==> src/rtl/avlmm_in_pkg.sv <==
// Shared definitions for the Avalon-MM status read-back block.
// Holds the register offsets above the data window, the CTRL bit positions,
// the default pattern returned for unmapped addresses and the address decoder.
// Register map, with Q = number of input words:
//   0..Q-1  DATA[k]  live input or shadow copy, depending on SNAP_MODE
//   Q       CTRL     bit0 SNAP_MODE (RW), bit1 CAPTURE (write-1 pulse, reads 0)
//   Q+1     CHG      sticky per-word change flags, write 1 to clear
//   Q+2     CAPCNT   capture counter, any write clears it
//   above   unmapped, reads the OOR pattern
package avlmm_in_pkg;

   localparam int unsigned OFS_CTRL   = 0;
   localparam int unsigned OFS_CHG    = 1;
   localparam int unsigned OFS_CAPCNT = 2;
   localparam int unsigned NUM_CSR    = 3;

   localparam int CTRL_SNAP_MODE = 0;
   localparam int CTRL_CAPTURE   = 1;

   localparam logic [63:0] OOR_DEFAULT = 64'h0000_0000_BADA_DD00;

   typedef enum logic [2:0] {
      SEL_DATA,
      SEL_CTRL,
      SEL_CHG,
      SEL_CAPCNT,
      SEL_OOR
   } reg_sel_e;

   function automatic reg_sel_e decode_addr(input int unsigned addr,
                                            input int unsigned qty);
      if (addr < qty)                    return SEL_DATA;
      else if (addr == qty + OFS_CTRL)   return SEL_CTRL;
      else if (addr == qty + OFS_CHG)    return SEL_CHG;
      else if (addr == qty + OFS_CAPCNT) return SEL_CAPCNT;
      else                               return SEL_OOR;
   endfunction

endpackage

==> src/rtl/avlmm_rd_pipe.sv <==
// Read-return pipe: delays a read result and its valid flag by LATENCY
// register stages. Data in each stage only moves when that stage carries a
// valid beat, so the output word holds the last returned value between reads.
// Ports:
//   clk          clock, posedge active
//   rst_n        async reset, active low; clears every stage (drops in-flight reads)
//   in_valid_i   read accepted this cycle
//   in_data_i    read value sampled at the accepting edge
//   out_valid_o  returned read valid
//   out_data_o   returned read data
module avlmm_rd_pipe #(
   parameter int WIDTH   = 32,
   parameter int LATENCY = 1
) (
   input  logic             clk,
   input  logic             rst_n,
   input  logic             in_valid_i,
   input  logic [WIDTH-1:0] in_data_i,
   output logic             out_valid_o,
   output logic [WIDTH-1:0] out_data_o
);

   logic [LATENCY-1:0] vld_q;
   logic [WIDTH-1:0]   dat_q [LATENCY];

   always_ff @(posedge clk or negedge rst_n) begin
      if (!rst_n) begin
         vld_q <= '0;
         for (int i = 0; i < LATENCY; i++) begin
            dat_q[i] <= '0;
         end
      end else begin
         vld_q[0] <= in_valid_i;
         if (in_valid_i) begin
            dat_q[0] <= in_data_i;
         end
         for (int i = 1; i < LATENCY; i++) begin
            vld_q[i] <= vld_q[i-1];
            if (vld_q[i-1]) begin
               dat_q[i] <= dat_q[i-1];
            end
         end
      end
   end

   assign out_valid_o = vld_q[LATENCY-1];
   assign out_data_o  = dat_q[LATENCY-1];

endmodule

==> src/rtl/avlmm_in_snap.sv <==
// Avalon-MM read-back block for WORD_QTY status words coming from the fabric.
// Provides live or snapshot reads of the words, sticky change flags with
// write-1-to-clear, a capture counter and a 1- or 2-cycle read latency.
// Ports:
//   clk, rst_n       clock and async active-low reset
//   read, write      Avalon strobes; write wins when both are high
//   address          word address
//   writedata        write data
//   readdata         read data, qualified by readdatavalid, held otherwise
//   readdatavalid    one-cycle pulse per accepted read, READ_LATENCY cycles later
//   waitrequest      always 0, every access completes immediately
//   data_in          packed status words, word k = [k*WORD_WIDTH +: WORD_WIDTH]
//   capture_in       fabric capture strobe, same clock domain
module avlmm_in_snap
   import avlmm_in_pkg::*;
#(
   parameter int          WORD_WIDTH   = 32,
   parameter int          WORD_QTY     = 10,
   parameter int          ADDR_WIDTH   = 4,
   parameter int          READ_LATENCY = 1,
   parameter logic [63:0] OOR_PATTERN  = OOR_DEFAULT
) (
   input  logic                           clk,
   input  logic                           rst_n,
   input  logic                           read,
   input  logic                           write,
   input  logic [ADDR_WIDTH-1:0]          address,
   input  logic [WORD_WIDTH-1:0]          writedata,
   output logic [WORD_WIDTH-1:0]          readdata,
   output logic                           readdatavalid,
   output logic                           waitrequest,
   input  logic [WORD_QTY*WORD_WIDTH-1:0] data_in,
   input  logic                           capture_in
);

   localparam int W = WORD_WIDTH;
   localparam int Q = WORD_QTY;

   if (WORD_WIDTH < 8 || WORD_WIDTH > 64) begin : g_chk_width
      $error("avlmm_in_snap: WORD_WIDTH must be 8..64");
   end
   if (WORD_QTY < 1 || WORD_QTY > WORD_WIDTH) begin : g_chk_qty
      $error("avlmm_in_snap: WORD_QTY must be 1..WORD_WIDTH");
   end
   if ((2 ** ADDR_WIDTH) < (WORD_QTY + int'(NUM_CSR))) begin : g_chk_addr
      $error("avlmm_in_snap: ADDR_WIDTH too small for WORD_QTY+3 registers");
   end
   if (READ_LATENCY != 1 && READ_LATENCY != 2) begin : g_chk_lat
      $error("avlmm_in_snap: READ_LATENCY must be 1 or 2");
   end

   logic [W-1:0]   shadow_q [Q];
   logic [Q*W-1:0] prev_q;
   logic [Q-1:0]   chg_q,    chg_d;
   logic [W-1:0]   capcnt_q, capcnt_d;
   logic           snap_q,   snap_d;

   reg_sel_e       reg_sel;
   logic           wr_ctrl;
   logic           wr_chg;
   logic           wr_capcnt;
   logic           cap_req;
   logic           rd_accept;
   logic [Q-1:0]   chg_set;
   logic [Q-1:0]   chg_clr;
   logic [W-1:0]   rd_data;
   logic           unused_wdata;

   assign waitrequest = 1'b0;

   // CHG only consumes the low Q bits of writedata and CTRL only two bits.
   assign unused_wdata = ^writedata;

   assign reg_sel   = decode_addr(32'(address), Q);
   assign wr_ctrl   = write && (reg_sel == SEL_CTRL);
   assign wr_chg    = write && (reg_sel == SEL_CHG);
   assign wr_capcnt = write && (reg_sel == SEL_CAPCNT);

   // Both capture sources in the same cycle merge into a single capture.
   assign cap_req   = capture_in || (wr_ctrl && writedata[CTRL_CAPTURE]);

   // A simultaneous write turns the read into a no-op.
   assign rd_accept = read && !write;

   always_comb begin
      for (int k = 0; k < Q; k++) begin
         chg_set[k] = (data_in[k*W +: W] != prev_q[k*W +: W]);
      end
   end

   assign chg_clr = wr_chg ? writedata[Q-1:0] : '0;

   // Applying the set after the clear lets a new change win over a W1C.
   assign chg_d = (chg_q & ~chg_clr) | chg_set;

   always_comb begin
      capcnt_d = capcnt_q;
      if (wr_capcnt) begin
         capcnt_d = cap_req ? W'(1) : '0;
      end else if (cap_req) begin
         capcnt_d = capcnt_q + W'(1);
      end
   end

   assign snap_d = wr_ctrl ? writedata[CTRL_SNAP_MODE] : snap_q;

   // Read mux works on pre-edge register values, so a read that coincides
   // with a capture or a W1C returns the old shadow or the old flags.
   always_comb begin
      rd_data = OOR_PATTERN[W-1:0];
      case (reg_sel)
         SEL_DATA: begin
            for (int k = 0; k < Q; k++) begin
               if (address == ADDR_WIDTH'(k)) begin
                  rd_data = snap_q ? shadow_q[k] : data_in[k*W +: W];
               end
            end
         end
         SEL_CTRL: begin
            rd_data                 = '0;
            rd_data[CTRL_SNAP_MODE] = snap_q;
         end
         SEL_CHG:    rd_data = W'(chg_q);
         SEL_CAPCNT: rd_data = capcnt_q;
         default:    rd_data = OOR_PATTERN[W-1:0];
      endcase
   end

   always_ff @(posedge clk or negedge rst_n) begin
      if (!rst_n) begin
         for (int k = 0; k < Q; k++) begin
            shadow_q[k] <= '0;
         end
         prev_q   <= '0;
         chg_q    <= '0;
         capcnt_q <= '0;
         snap_q   <= 1'b0;
      end else begin
         if (cap_req) begin
            for (int k = 0; k < Q; k++) begin
               shadow_q[k] <= data_in[k*W +: W];
            end
         end
         prev_q   <= data_in;
         chg_q    <= chg_d;
         capcnt_q <= capcnt_d;
         snap_q   <= snap_d;
      end
   end

   avlmm_rd_pipe #(
      .WIDTH   (W),
      .LATENCY (READ_LATENCY)
   ) u_rd_pipe (
      .clk         (clk),
      .rst_n       (rst_n),
      .in_valid_i  (rd_accept),
      .in_data_i   (rd_data),
      .out_valid_o (readdatavalid),
      .out_data_o  (readdata)
   );

endmodule

==> config.mk <==
export PLATFORM = sky130hd
export DESIGN_NAME = avlmm_in_snap
export DESIGN_NICKNAME = d
export VERILOG_FILES = /design/src/rtl/avlmm_in_pkg.sv /design/src/rtl/avlmm_rd_pipe.sv /design/src/rtl/avlmm_in_snap.sv
export SDC_FILE = /design/constraint.sdc
export NUM_CORES = 2
export LEC_CHECK = 0
export ABC_CLOCK_PERIOD_IN_PS = 4400
export CORE_MARGIN = 2
export CORE_UTILIZATION = 44
export DETAILED_ROUTE_END_ITERATION = 6
export DONT_BUFFER_PORTS = 1
export MAX_ROUTING_LAYER = met4
export PLACE_DENSITY = 0.66
export SYNTH_ARGS = -nofsm -noshare
export SYNTH_HDL_FRONTEND = slang
export SYNTH_SLANG_ARGS = --single-unit
==> constraint.sdc <==
create_clock -name clk -period 4.4 [get_ports clk]
set_input_delay 0.88 -clock clk [delete_from_list [all_inputs] [get_ports clk]]
set_output_delay 0.88 -clock clk [all_outputs]
set_load 0.05 [all_outputs]
==> results by group <==
Critical path
  • CP Data Required Time: 4.12 ns
  • Crit-path max FO: approximately 700
  • CP Class: input pin to async pin
  • Worst setup path start: rst_n
  • Startpoint types: input pin
  • Reg2reg start: snap_q
  • Arrival time worst endpoint: 3.04 ns
  • Worst setup EP type: async pin

Worst hold path
  • Hold WC Path Type: input pin to async pin

Power and ir drop
  • Combinational power share: approximately 14%
  • Leak Pwr: 16.3 nW
  • Pint: approximately 12 mW
  • Max VDD drop: between 0.4 and 0.5 mV
  • Sw Ratio: 28.2%
  • Sw Pwr: between 4 and 5 mW
  • Power Dens Cells: 467 nW/um^2
  • Clock Power Share: between 40 and 50%
  • Reg power frac: about 45%

CTS
  • Clock sink count: a little over 700
  • Clock Path Buffers: 3
  • CTS tree: built
  • Root buffer cell: clkbuf_16
  • CTS Buf Count: 81
  • Clock transition at the registers of the reported paths: roughly 0.060 ns
  • Clock latency at the later pin of the worst-skew pair: around 0.64 ns
  • H-tree depth: 3
  • Post-CTS Setup Bufs: 0

STA
  • Hold slack: around 0.05 ns
  • Clk_skew: 0.0203 ns
  • Fin crit share: about three quarters
  • Worst-Margin Slew: around 4.3 ns
  • Count of pins over their slew limit: ~640
  • Hold Vio Cnt, Final: 0
  • Setup TNS: 0 ns
  • Worst setup margin: roughly 1.1 ns
  • Max transition margin: -189%
  • Achievable Freq: roughly 300 MHz
  • Crit path time final: around 3.3 ns
  • Final setup vio count: 0
  • RSZ-0062 raised after global routing: false

Synth
  • Post-synth EDFFs: 0
  • Post-Syn Area: ~33000 sq um
  • Synth Flop Type: dfrtp_1
  • Seq cells post-synth: between 700 and 800
  • Net Count, Synth: 3656
  • Register area share after synthesis: a little over half
  • Post-synth cell types: 68
  • Mean Syn Cell Area: between 10 and 15 sq um
  • Synth Instances: 3294
  • Ys async rst share: 100%
  • Synth warnings: 0

Placement
  • Dpl ws: 1.24 ns
  • Final Wtd Congestion: between 0.9 and 1
  • Port buffer count: 0
  • Post-DP HPWL: 78700 um
  • DP Area: 34000 sq um

Global route
  • GRT overflow: 0
  • Pin count of the biggest net entering global routing: ~700
  • Initial antenna violation count: 2
  • Total GRT Usage: 28.3%
  • Vias in the first global route: ~23000
  • First-pass GRT wire length: between 150000 and 200000 um

Cells and area
  • Register Area: roughly 18000 sq um
  • Nets: approximately 3600
  • Multi-input gate area: 14400 sq um
  • Post-layout util: between 40% and 50%
  • Most frequent cells in the layout: nand2_1 (1025), dfrtp_1 (715), xnor2_1 (248)
  • Design Area, Final: roughly 37000 sq um
  • Most common cell after layout, fill and taps aside: nand2_1
  • Fillcell total: about 6700
  • Ratio of cells with drive above 1 in the final layout: under 10%
  • P&R area growth vs syn: 11.0%

Route
  • Routed WL: 108000 um
  • Post-DRT Antenna Nets: 0
  • Via count: ~24000
  • Wire per inst: around 25 um
  • Drt drc: 0
  • Total iterations of the first detailed-routing run: 5
  • Initial DRC count: around 3200
  • Via-to-Cell Ratio: 5.69

Die
  • Row count: 100
  • Die Area: 77600 sq um
  • Die Y: between 200 and 300 um
  • I/O pins: ~400
  • Die W: ~280 um
  • CORE AREA: approximately 75000 sq um
  • Initial Util: between 40% and 50%

Outcome
  • Failing checks: max-slew violations
  • Status: finished, violations left

Job
  • Max-Cap Viols: 0
## final timing paths
check,cells past startpoint,slack [ns],to
worst max-delay path,0,1.08,shadow_q[72]
worst min-delay path,0,0.05,prev_q[309]
worst max register to register,5,1.39,u_rd_pipe.out_data_o[9]
worst min register to register,2,0.46,shadow_q[214]
max in group clk,5,1.39,u_rd_pipe.out_data_o[9]
min in group clk,0,0.26,prev_q[264]
## final cells by class
cell class / instances / share of cell area (%)
repair buffers: 38 / 1.16
diodes: 1 / 0.00680
flip-flops and latches: 716 / 48.7
inverters: 8 / 0.0816
multi-input cells: 2383 / 39.2
well taps: 969 / 3.29
clock inverters: 26 / 1.07
clock buffers: 121 / 6.49
## per-layer routing
metal / GRT usage (%) / part of all wire, %
met3: 8.57 / 9.5
met4: 10.9 / 4.2
met1: 35.7 / 40
met5: - / 0
met2: 42.8 / 46
## synthesized netlist by cell type, types with 48 or more instances
cell,count,area share [%]
o22ai_1,59,1.1
clkbuf_1,102,1.2
dfrtp_1,716,54
a211oi_1,65,1.5
nand4_1,89,1.7
mux2i_1,228,6.9
buf_2,63,0.95
nand2_1,1025,12
o21ai_0,74,1.1
xnor2_1,248,6.6
a21oi_1,91,1.4
nor2_1,48,0.54
xor2_1,88,2.3
## power groups by stage
stage | sequential (mW) | clock (mW) | combinational, mW
floorplan | 7.67 | 0 | 1.80
CTS | 7.73 | 7.15 | 2.38
global placement | 7.82 | 0 | 2.34
finish | 7.75 | 7.05 | 2.40
detailed placement | 7.85 | 0 | 2.37
global route | 7.80 | 7.42 | 2.57
## cell families after synthesis
kind of cell / synth area share [%]
fa+ha+maj: 0.0679
xor+xnor: 8.88
compound gates: 8.40
other cells: 0.0113
buf+inv: 2.55
flops: 54.0
mux: 8.82
simple gates: 17.2
## stage by stage
stage | power [mW] | cells
2_1_floorplan | 9.47 | 3294
3_3_place_gp | 10.2 | 4112
3_5_place_dp | 10.2 | 4112
4_1_cts | 17.3 | 4260
5_1_grt | 17.8 | 4262
6_report | 17.2 | 4262
## state kept, by name, indices dropped and copies added (netlist names)
name	count
prev_q	320
u_rd_pipe.out_valid_o	1
capcnt_q	32
snap_q	1
chg_q	10
shadow_q	320
u_rd_pipe.out_data_o	32
## what timing repair did
action | CTS | global route
gates resized for setup | 0 | 0
hold buffers | 1 | 1
hold endpoints to repair | 5 | 1
Power figures use the tool's default switching activity.
